<file path="src/rtl/pwm_ctrl_pkg.sv">
// Shared types and constants for the PWM duty controller and its button front end.
// PWM_AUTO_REPEAT_EN (optional) enables button auto-repeat in pwm_btn_debounce.
package pwm_ctrl_pkg;

  localparam int DEBOUNCE_CYCLES = 4;
  localparam int STEPS           = 10;
  localparam int RESET_DUTY      = 5;
  localparam int REPEAT_CYCLES   = 8;
  localparam int STEP_W          = $clog2(STEPS + 1);

  // FSM encoding kept as plain constants so it can be probed as a bare vector.
  typedef logic [0:0] state_t;
  localparam state_t ST_IDLE  = 1'b0;
  localparam state_t ST_ARMED = 1'b1;

  typedef enum logic [1:0] {
    CMD_NONE = 2'd0,
    CMD_INC  = 2'd1,
    CMD_DEC  = 2'd2
  } cmd_e;

endpackage

</file>
<file path="src/rtl/pwm_duty_controller_if.sv">
// Pin-side bundle of the duty controller: raw buttons and period pulse in, duty state out.
// Handshake: no valid/ready; period_start is a 1-cycle pulse, duty_update a 1-cycle strobe.
interface pwm_duty_controller_if;
  import pwm_ctrl_pkg::*;

  logic              inc_btn;
  logic              dec_btn;
  logic              period_start;
  logic [STEP_W-1:0] duty_step;
  logic              duty_update;
  logic              at_max;
  logic              at_min;

  modport master (
    output inc_btn, dec_btn, period_start,
    input  duty_step, duty_update, at_max, at_min
  );

  modport slave (
    input  inc_btn, dec_btn, period_start,
    output duty_step, duty_update, at_max, at_min
  );
endinterface

</file>
<file path="src/rtl/pwm_btn_debounce.sv">
// One button: 2-flop synchroniser, debounce counter and press-event pulse.
// With PWM_AUTO_REPEAT_EN a held button re-fires every REPEAT_CYCLES cycles.
module pwm_btn_debounce #(
  parameter int DEBOUNCE_CYCLES = 4,
  parameter int REPEAT_CYCLES   = 8
) (
  input  logic clk,
  input  logic rst_n,
  input  logic btn_i,
  output logic evt_o
);
  localparam int CNT_W = $clog2(DEBOUNCE_CYCLES + 1);

  logic             sync1_q, sync2_q;
  logic             level_q, level_d;
  logic             evt_q, evt_d;
  logic [CNT_W-1:0] cnt_q, cnt_d;
  logic             rise;

  // Counter only runs while the synced level disagrees with the accepted level.
  always_comb begin
    level_d = level_q;
    cnt_d   = '0;
    if (sync2_q != level_q) begin
      if (int'(cnt_q) == DEBOUNCE_CYCLES - 1) level_d = sync2_q;
      else                                    cnt_d   = cnt_q + CNT_W'(1);
    end
  end

  assign rise = level_d & ~level_q;

`ifdef PWM_AUTO_REPEAT_EN
  localparam int REP_W = $clog2(REPEAT_CYCLES);

  logic [REP_W-1:0] rep_q, rep_d;
  logic             rep_fire;

  always_comb begin
    rep_d    = '0;
    rep_fire = 1'b0;
    if (level_q && level_d) begin
      if (int'(rep_q) == REPEAT_CYCLES - 1) rep_fire = 1'b1;
      else                                  rep_d    = rep_q + REP_W'(1);
    end
  end

  always_ff @(posedge clk or negedge rst_n) begin
    if (!rst_n) rep_q <= '0;
    else        rep_q <= rep_d;
  end

  assign evt_d = rise | rep_fire;
`else
  assign evt_d = rise;
`endif

  always_ff @(posedge clk or negedge rst_n) begin
    if (!rst_n) begin
      sync1_q <= 1'b0;
      sync2_q <= 1'b0;
      level_q <= 1'b0;
      cnt_q   <= '0;
      evt_q   <= 1'b0;
    end else begin
      sync1_q <= btn_i;
      sync2_q <= sync1_q;
      level_q <= level_d;
      cnt_q   <= cnt_d;
      evt_q   <= evt_d;
    end
  end

  assign evt_o = evt_q;
endmodule

</file>
<file path="src/rtl/pwm_duty_controller.sv">
// Duty-step sequencer: turns debounced presses into +/-1 commands committed on PWM period boundaries.
// PWM_AUTO_REPEAT_EN (optional) is forwarded to both button instances.
module pwm_duty_controller
  import pwm_ctrl_pkg::*;
(
  input  logic                 clk,
  input  logic                 rst_n,
  pwm_duty_controller_if.slave bus,
  output state_t               dbg_state_o
);
  logic              inc_evt, dec_evt;
  state_t            state_q, state_d;
  cmd_e              pend_q, pend_d;
  logic [STEP_W-1:0] duty_q, duty_d;
  logic              upd_q, upd_d;
  logic              one_evt, both_evt;
  cmd_e              new_cmd;

  pwm_btn_debounce #(.DEBOUNCE_CYCLES(DEBOUNCE_CYCLES), .REPEAT_CYCLES(REPEAT_CYCLES)) u_inc (
    .clk(clk), .rst_n(rst_n), .btn_i(bus.inc_btn), .evt_o(inc_evt)
  );

  pwm_btn_debounce #(.DEBOUNCE_CYCLES(DEBOUNCE_CYCLES), .REPEAT_CYCLES(REPEAT_CYCLES)) u_dec (
    .clk(clk), .rst_n(rst_n), .btn_i(bus.dec_btn), .evt_o(dec_evt)
  );

  assign one_evt  = inc_evt ^ dec_evt;
  assign both_evt = inc_evt & dec_evt;
  assign new_cmd  = inc_evt ? CMD_INC : CMD_DEC;

  always_comb begin
    state_d = state_q;
    pend_d  = pend_q;
    duty_d  = duty_q;
    upd_d   = 1'b0;
    case (state_q)
      ST_IDLE: begin
        if (one_evt) begin
          pend_d  = new_cmd;
          state_d = ST_ARMED;
        end
      end
      ST_ARMED: begin
        if (bus.period_start) begin
          if (pend_q == CMD_INC && int'(duty_q) < STEPS) begin
            duty_d = duty_q + STEP_W'(1);
            upd_d  = 1'b1;
          end else if (pend_q == CMD_DEC && duty_q != '0) begin
            duty_d = duty_q - STEP_W'(1);
            upd_d  = 1'b1;
          end
          state_d = ST_IDLE;
          pend_d  = CMD_NONE;
          // A press landing on the boundary becomes the next period's command.
          if (one_evt) begin
            pend_d  = new_cmd;
            state_d = ST_ARMED;
          end
        end else if (both_evt) begin
          pend_d  = CMD_NONE;
          state_d = ST_IDLE;
        end else if (one_evt) begin
          pend_d = new_cmd;
        end
      end
      default: begin
        state_d = ST_IDLE;
        pend_d  = CMD_NONE;
      end
    endcase
  end

  always_ff @(posedge clk or negedge rst_n) begin
    if (!rst_n) begin
      state_q <= ST_IDLE;
      pend_q  <= CMD_NONE;
      duty_q  <= STEP_W'(RESET_DUTY);
      upd_q   <= 1'b0;
    end else begin
      state_q <= state_d;
      pend_q  <= pend_d;
      duty_q  <= duty_d;
      upd_q   <= upd_d;
    end
  end

  assign bus.duty_step   = duty_q;
  assign bus.duty_update = upd_q;
  assign bus.at_max      = (int'(duty_q) == STEPS);
  assign bus.at_min      = (duty_q == '0);
  assign dbg_state_o     = state_q;
endmodule

</file>
<file path="src/flat_wrapper.sv">
// flat-port wrapper written by rule: the top's interface ports become plain ports
module pwm_duty_controller_flat import pwm_ctrl_pkg::*;
  (clk, rst_n, dbg_state_o, bus_inc_btn, bus_dec_btn, bus_period_start, bus_duty_step, bus_duty_update, bus_at_max, bus_at_min);
  pwm_duty_controller_if bus_i ();
  input  logic clk;
  input  logic rst_n;
  output state_t dbg_state_o;
  input wire logic [$bits(bus_i.inc_btn)-1:0] bus_inc_btn;
  input wire logic [$bits(bus_i.dec_btn)-1:0] bus_dec_btn;
  input wire logic [$bits(bus_i.period_start)-1:0] bus_period_start;
  output wire logic [$bits(bus_i.duty_step)-1:0] bus_duty_step;
  output wire logic [$bits(bus_i.duty_update)-1:0] bus_duty_update;
  output wire logic [$bits(bus_i.at_max)-1:0] bus_at_max;
  output wire logic [$bits(bus_i.at_min)-1:0] bus_at_min;
  assign bus_i.inc_btn = bus_inc_btn;
  assign bus_i.dec_btn = bus_dec_btn;
  assign bus_i.period_start = bus_period_start;
  assign bus_duty_step = bus_i.duty_step;
  assign bus_duty_update = bus_i.duty_update;
  assign bus_at_max = bus_i.at_max;
  assign bus_at_min = bus_i.at_min;
  pwm_duty_controller u_core (.clk(clk), .rst_n(rst_n), .bus(bus_i), .dbg_state_o(dbg_state_o));
endmodule
</file>
<file path="config.mk">
export PLATFORM = sky130hd
export DESIGN_NAME = pwm_duty_controller_flat
export DESIGN_NICKNAME = d
export VERILOG_FILES = /design/src/rtl/pwm_ctrl_pkg.sv /design/src/rtl/pwm_duty_controller_if.sv /design/src/rtl/pwm_btn_debounce.sv /design/src/rtl/pwm_duty_controller.sv /design/src/flat_wrapper.sv
export SDC_FILE = /design/constraint.sdc
export NUM_CORES = 1
export LEC_CHECK = 0
export CORE_MARGIN = 2
export CORE_UTILIZATION = 55
export CTS_CLUSTER_SIZE = 8
export DETAILED_ROUTE_END_ITERATION = 16
export GPL_TIMING_DRIVEN = 0
export PLACE_DENSITY = 0.79
export SLEW_MARGIN = 20
export SYNTH_ARGS = -nofsm -noshare
export SYNTH_HDL_FRONTEND = slang
export SYNTH_HIERARCHICAL = 1
export SYNTH_SLANG_ARGS = --single-unit
</file>
<file path="constraint.sdc">
create_clock -name clk -period 6.21 [get_ports clk]
set_input_delay 0.9315 -clock clk [delete_from_list [all_inputs] [get_ports clk]]
set_output_delay 0.9315 -clock clk [all_outputs]
set_load 0.01 [all_outputs]
</file>
==> results of run 1 <==
through the flow:
stage / cell area, sq um / utilization, % / total power, uW / cells
after floorplan: 1040 / - / 300 / 74
after global placement: 1200 / 67.8 / 344 / 111
after detailed placement: 1200 / 67.8 / 352 / 111
after CTS: 1220 / 69.3 / 414 / 115
after global routing: 1220 / 69.3 / 441 / 115
final: 1220 / 69.3 / 410 / 115
synthesized netlist by cell type (2+ instances only):
| master | count |
|---|---|
| dfrtp_1 | 20 |
| ha_1 | 7 |
| inv_1 | 4 |
| xnor2_1 | 4 |
| nand2_1 | 3 |
| nor3b_1 | 3 |
| nor3b_2 | 3 |
| a32o_1 | 2 |
| and3b_2 | 2 |
| dfstp_2 | 2 |
| mux2_2 | 2 |
| mux2_4 | 2 |
| mux2i_1 | 2 |
| nor2b_4 | 2 |
| nor3_1 | 2 |
| nor4b_1 | 2 |
| o21ai_0 | 2 |
placed cells by master (no fill, tap or decap), drive strengths merged:
cell / netlist / layout
a21o: 1 / 1
a21oi: 1 / 1
a32o: 2 / 2
and3b: 2 / 2
and4bb: 1 / 1
clkbuf: 0 / 4
clkdlybuf4s50: 0 / 12
dfrtp: 20 / 20
dfstp: 2 / 2
fa: 1 / 1
ha: 7 / 7
inv: 4 / 4
mux2: 4 / 4
mux2i: 2 / 2
nand2: 3 / 3
nor2b: 3 / 3
nor3: 2 / 2
nor3b: 6 / 6
nor4: 1 / 1
nor4b: 2 / 2
o21a: 1 / 1
o21ai: 3 / 3
o21bai: 1 / 1
xnor2: 4 / 4
xor2: 1 / 1
state kept, by name, indices dropped and copies added, names as in the netlist:
name	count
u_core/u_dec/evt_o	1
u_core/u_dec/cnt_q	3
u_core/u_inc/evt_o	1
u_core/u_dec/sync2_q	1
u_core/bus.duty_update	1
u_core/dbg_state_o	1
u_core/u_dec/sync1_q	1
u_core/u_inc/sync2_q	1
u_core/u_inc/level_q	1
u_core/bus.duty_step	4
u_core/pend_q	2
u_core/u_dec/level_q	1
u_core/u_inc/sync1_q	1
u_core/u_inc/cnt_q	3
cell type report:
type                       count  share of cell area, %
inverter                       4                   1.23
multi-input combinational     48                   39.0
clock buffer                   4                   2.15
tap                           25                   2.56
sequential                    22                   45.2
timing repair buffer          12                   9.83
routing by layer:
| metal | share of wire, % | wire length [um] | global-route usage [%] | vias to the layer above |
|---|---|---|---|---|
| met3 | 3.2 | 44 | 2.26 | 2 |
| met2 | 47 | 642 | 25.4 | 11 |
| li1 | - | - | - | 298 |
| met5 | 0 | 0 | 0 | - |
| met4 | 0.95 | 13 | 4.86 | 0 |
| met1 | 49 | 665 | 19.8 | 286 |
power breakdown:
| part | leakage, uW | switching (uW) | internal (uW) |
|---|---|---|---|
| sequential | 0.000281 | 29.5 | 176 |
| combinational | 0.000247 | 55.9 | 84.8 |
| clock | 0.0000150 | 38.8 | 24.9 |
worst paths after layout:
path	to	cells after the start
setup / recovery	bus_at_min	2
hold / removal	u_core/u_dec/sync2_q	0
setup reg to reg	u_core/bus.duty_step[3]	8
hold reg to reg	u_core/u_dec/sync2_q	0
max in group asynchronous	u_core/bus.duty_update	1
min in group asynchronous	u_core/pend_q[1]	1
cell families after synthesis:
| logic type | synth area share [%] |
|---|---|
| and+or+nand+nor | 17.0 |
| muxes | 6.95 |
| adders and majority gates | 10.3 |
| AOI/OAI and AO/OA | 7.19 |
| buffers and inverters | 1.44 |
| xor gates and xnor gates | 4.19 |
| DFF | 52.9 |
==> impl_metrics.tcl, run 1 <==
set metrics [dict create \
    status "complete, no violations" \
    critPathTopFamily "buffers and inverters" \
    viasPerCell 5.19 \
    die_area_sq_mm 0.00226 \
    skew_ns 0.000939 \
    min_period_ns 2.61 \
    synth.area.top_cells "dfrtp_1 48%, ha_1 8.4%, dfstp_2 5.0%, nor3b_2 3.6%, xnor2_1 3.4%" \
    cts.sinks 22 \
    period_share_pct 42.0 \
    setup_viol 0 \
    vdd_ir_drop_max_mv 0.283 \
    crit_slowest_cell "clkdlybuf4s50_1" \
    cts_tree "built" \
    cp.required_ns 5.28 \
    synth_ff_type "dfrtp_1" \
    p_leak_uw 0.000543 \
    vias 597 \
    synth_seq_area_share_pct 52.9 \
    critPathBufInv 1 \
    max_cap_viol_count 0 \
    setup_ws_ns 3.60 \
    syn_avg_cell_area_sq_um 14.1 \
    synth-seq-cells 22 \
    nFillCells 137 \
    grt_pass1_wl_um 2350 \
    yosysUniqueCellTypes 27 \
    startpoint_type "flip-flop" \
    synth_top_area_share_pct 47.9 \
    routed_wl_um 1370 \
    crit_path_start "u_core/bus.duty_step[3]" \
    fmax_mhz 383 \
    critPathArrivalTime_ns 1.68 \
    path_cells "nor4_2 > clkdlybuf4s50_1" \
    ios 13 \
    multi_input_area_sq_um 477 \
    synth_edf_count 0 \
    post-cts-setup-buffer-count 0 \
    register_area_sq_um 553 \
    critical_path_class "reg -> out" \
    place.port_buffers 12 \
    dp_hpwl_um 1040 \
    final_net_count 104 \
    clk_pin_slew_worst_paths_ns 0.11 \
    async_flop_share_pct 100 \
    cts_buffers 3 \
    netlist_area_sq_mm 0.00104 \
    syn-num-nets 87 \
    ant_nets 0 \
    root_buffer "clkbuf_4" \
    start_util_pct 59.2 \
    rsz0062_at_grt "false" \
    hold_viol_final 0 \
    antenna_found_initial 0 \
    grt_max_degree 23 \
    min_from "u_core/u_dec/sync1_q" \
    place_congestion 0.759 \
    rows 15 \
    clk_latency_ns 0.29 \
    slowest_delay_ns 0.60 \
    area_growth_pct 17.0 \
    worst_pin_slew_ns 0.942 \
    drc 0 \
    reg2reg_from "u_core/bus.duty_step[1]" \
    grt_pass1_vias 570 \
    finalSetupTns_ns 0 \
    slew_headroom_pct 37.0 \
    powerDensity_mw_per_mm2 335 \
    htree_num_levels 1 \
    grt_overflow 0 \
    final_max_slew_viol_count 0 \
    antenna_cells 0 \
    clock_path_buffers 2 \
    synth_top_area_cell "dfrtp_1" \
    drt_pass1_iterations 4 \
    rrSetupSlack_ns 3.99 \
    gr-usage-all-layers_pct 15.0 \
    yosys_warnings 6 \
    dieHeight_um 47.6 \
    critical_path.max_fanout 5 \
    wl_per_cell_um 11.9 \
    core-area_sq_mm 0.00176 \
    drive_above_1_share_pct 22.2 \
    synthCells 74 \
    timing.hold.ws_ns 0.361 \
    dieWidth_um 47.6 \
    hold_buffers 0 \
    drtIter0Drc 9 \
    dp_slack_ns 3.91 \
    critPathCaptureType "output pin" \
    post_cts_resized 0 \
    hp-class "reg -> reg" \
]
(Power assumes the default switching activity.)
==> inputs of run 2 (changes only) <==
- CORE_UTILIZATION: 55 -> 48
- PLACE_DENSITY: 0.79 -> 0.73
- clock period: 6.21 -> 2.1 ns (I/O delays scaled with it)
==> run 2 against run 1 <==
Worst setup slack got worse by 3.5 ns. Cell area increased by 3.2%. Combinational power increased to 3.2 times the previous value. Utilization decreased by 6.3 points. Register-to-register slack got worse by 3.9 ns. Sequential cell count unchanged. Global-route usage decreased by 1.4 points. Non-clock buffer count increased by 3. Via count increased by 1.8%. Worst hold slack improved by 0.0081 ns. Critical path depth increased by 6.
==> impl_metrics.tcl, run 2 (same netlist as run 1, synthesis figures left out) <==
set metrics [dict create \
    drtIter0Drc 4 \
    grt_max_degree 23 \
    drc 0 \
    vdd_ir_drop_max_mv 0.576 \
    dieHeight_um 50.7 \
    place_congestion 0.736 \
    register_area_sq_um 554 \
    drive_above_1_share_pct 26.9 \
    dp_cells 113 \
    setup_ws_ns 0.0667 \
    largest_register_ffs 4 \
    hold_buffers 0 \
    area_growth_pct 20.7 \
    p_sw_share_pct 30.9 \
    p_int_uw 868 \
    dp_slack_ns -0.102 \
    clk_latency_ns 0.29 \
    rsz0062_at_grt "true" \
    critPathCaptureType "flip-flop" \
    clk_pin_slew_worst_paths_ns 0.12 \
    htree_num_levels 1 \
    hold_viol_final 0 \
    setup_viol 0 \
    period_share_pct 96.8 \
    skew_ns 0.00642 \
    comb_power_share_pct 35.6 \
    cts.sinks 22 \
    min_period_ns 2.03 \
    grt_pass1_vias 616 \
    rows 16 \
    final_max_slew_viol_count 0 \
    p_leak_uw 0.000564 \
    start_util_pct 52.2 \
    antenna_found_initial 0 \
    root_buffer "clkbuf_4" \
    finalNonFillerCells 120 \
    viasPerCell 5.07 \
    antenna_cells 0 \
    critical_path.max_fanout 6 \
    pwr-share-clk_pct 15.3 \
    wl_per_cell_um 13.0 \
    dp_hpwl_um 1110 \
    fmax_mhz 492 \
    grt_overflow 0 \
    placed_cell_area_sq_mm 0.00120 \
    multi_input_area_sq_um 489 \
    finalSetupTns_ns 0 \
    hp-class "reg -> reg" \
    power_frac_seq_pct 49.1 \
    gr-usage-all-layers_pct 13.5 \
    startpoint_type "flip-flop" \
    cts_buffers 3 \
    drt_pass1_iterations 4 \
    ant_nets 0 \
    die_area_sq_mm 0.00257 \
    power.net_switching_uw 388 \
    nFillCells 153 \
    place.port_buffers 12 \
    critPathArrivalTime_ns 2.25 \
    final_net_count 107 \
    max_cap_viol_count 0 \
    status "complete, no violations" \
    cts_tree "built" \
    clock_path_buffers 2 \
    vias 608 \
    core-area_sq_mm 0.00200 \
    routed_wl_um 1560 \
    grt_pass1_wl_um 2640 \
    layout_commonest_cell "dfrtp_1" \
    slew_headroom_pct 36.5 \
    critical_path_class "reg -> reg" \
    dieWidth_um 50.7 \
    cp.required_ns 2.32 \
    powerDensity_mw_per_mm2 996 \
    final_util_pct 63.0 \
    worst_pin_slew_ns 0.949 \
    final_cell_mix "19 x dfrtp_1, 12 x clkdlybuf4s50_1, 7 x ha_1, 4 x inv_1, 4 x xnor2_1" \
    fin_area_sq_mm 0.00126 \
    ios 13 \
]
-- run 2: changes by cell type in the layout (fill, tap and decap cells not counted) --
cell,change
nor4_2,-1
nor4_4,+1
dfrtp_1,-1
dfrtp_2,+1
buf_4,+3
a21oi_2,+1
a21oi_1,-1
-- run 2: critical path, cell delays in order (launching register included) --
cell and delay [ns]:
dfstp_2 0.63, o21a_1 0.18, nor3b_2 0.05, inv_1 0.12
ha_1 0.24, a21o_2 0.22, a21oi_2 0.14, mux2i_1 0.23
xnor2_1 0.14
-- run 2: repair_timing --
action                     in CTS  in global routing
buffers inserted                1                  2
pin swaps                       1                  0
cloned                          0                  0
setup endpoints to repair       1                  2
gates resized for setup         0                  2
-- run 2: metrics by stage --
step	hold slack (ns)	power, uW
after global placement	0.334	1020
after global routing	0.395	1350
after floorplan	0.0194	889
final	0.370	1260
after detailed placement	0.340	1040
after CTS	0.369	1240
-- run 2: metal layers --
layer / wire, um / track usage (%)
met5: 0 / 0
met4: 0 / 2.70
met3: 45 / 3.57
met2: 825 / 23.7
met1: 689 / 16.8
-- run 2: final cells by class --
class / instances / area share, %
repair buffers: 15 / 11.3
clock buffers: 4 / 2.08
flip-flops and latches: 22 / 43.9
well taps: 27 / 2.68
multi-input cells: 48 / 38.8
inverters: 4 / 1.19
-- run 2: power by group through the flow --
stage	Clock [uW]	Sequential, uW	Combinational (uW)
floorplan	0	612	277
global placement	0	615	406
detailed placement	0	623	419
CTS	201	613	425
global route	224	632	493
finish	192	617	447
-- run 2: final timing paths --
kind / startpoint / to / slack, ns / depth (start not counted)
setup / recovery: u_core/bus.duty_step[2] / u_core/bus.duty_step[3] / 0.07 / 8
min in group asynchronous: rst_n / u_core/dbg_state_o / 0.53 / 1
max in group asynchronous: rst_n / u_core/bus.duty_step[1] / 0.92 / 1
setup reg to reg: u_core/bus.duty_step[2] / u_core/bus.duty_step[3] / 0.07 / 8
hold reg to reg: u_core/u_inc/sync1_q / u_core/u_inc/sync2_q / 0.37 / 0
hold / removal: u_core/u_inc/sync1_q / u_core/u_inc/sync2_q / 0.37 / 0
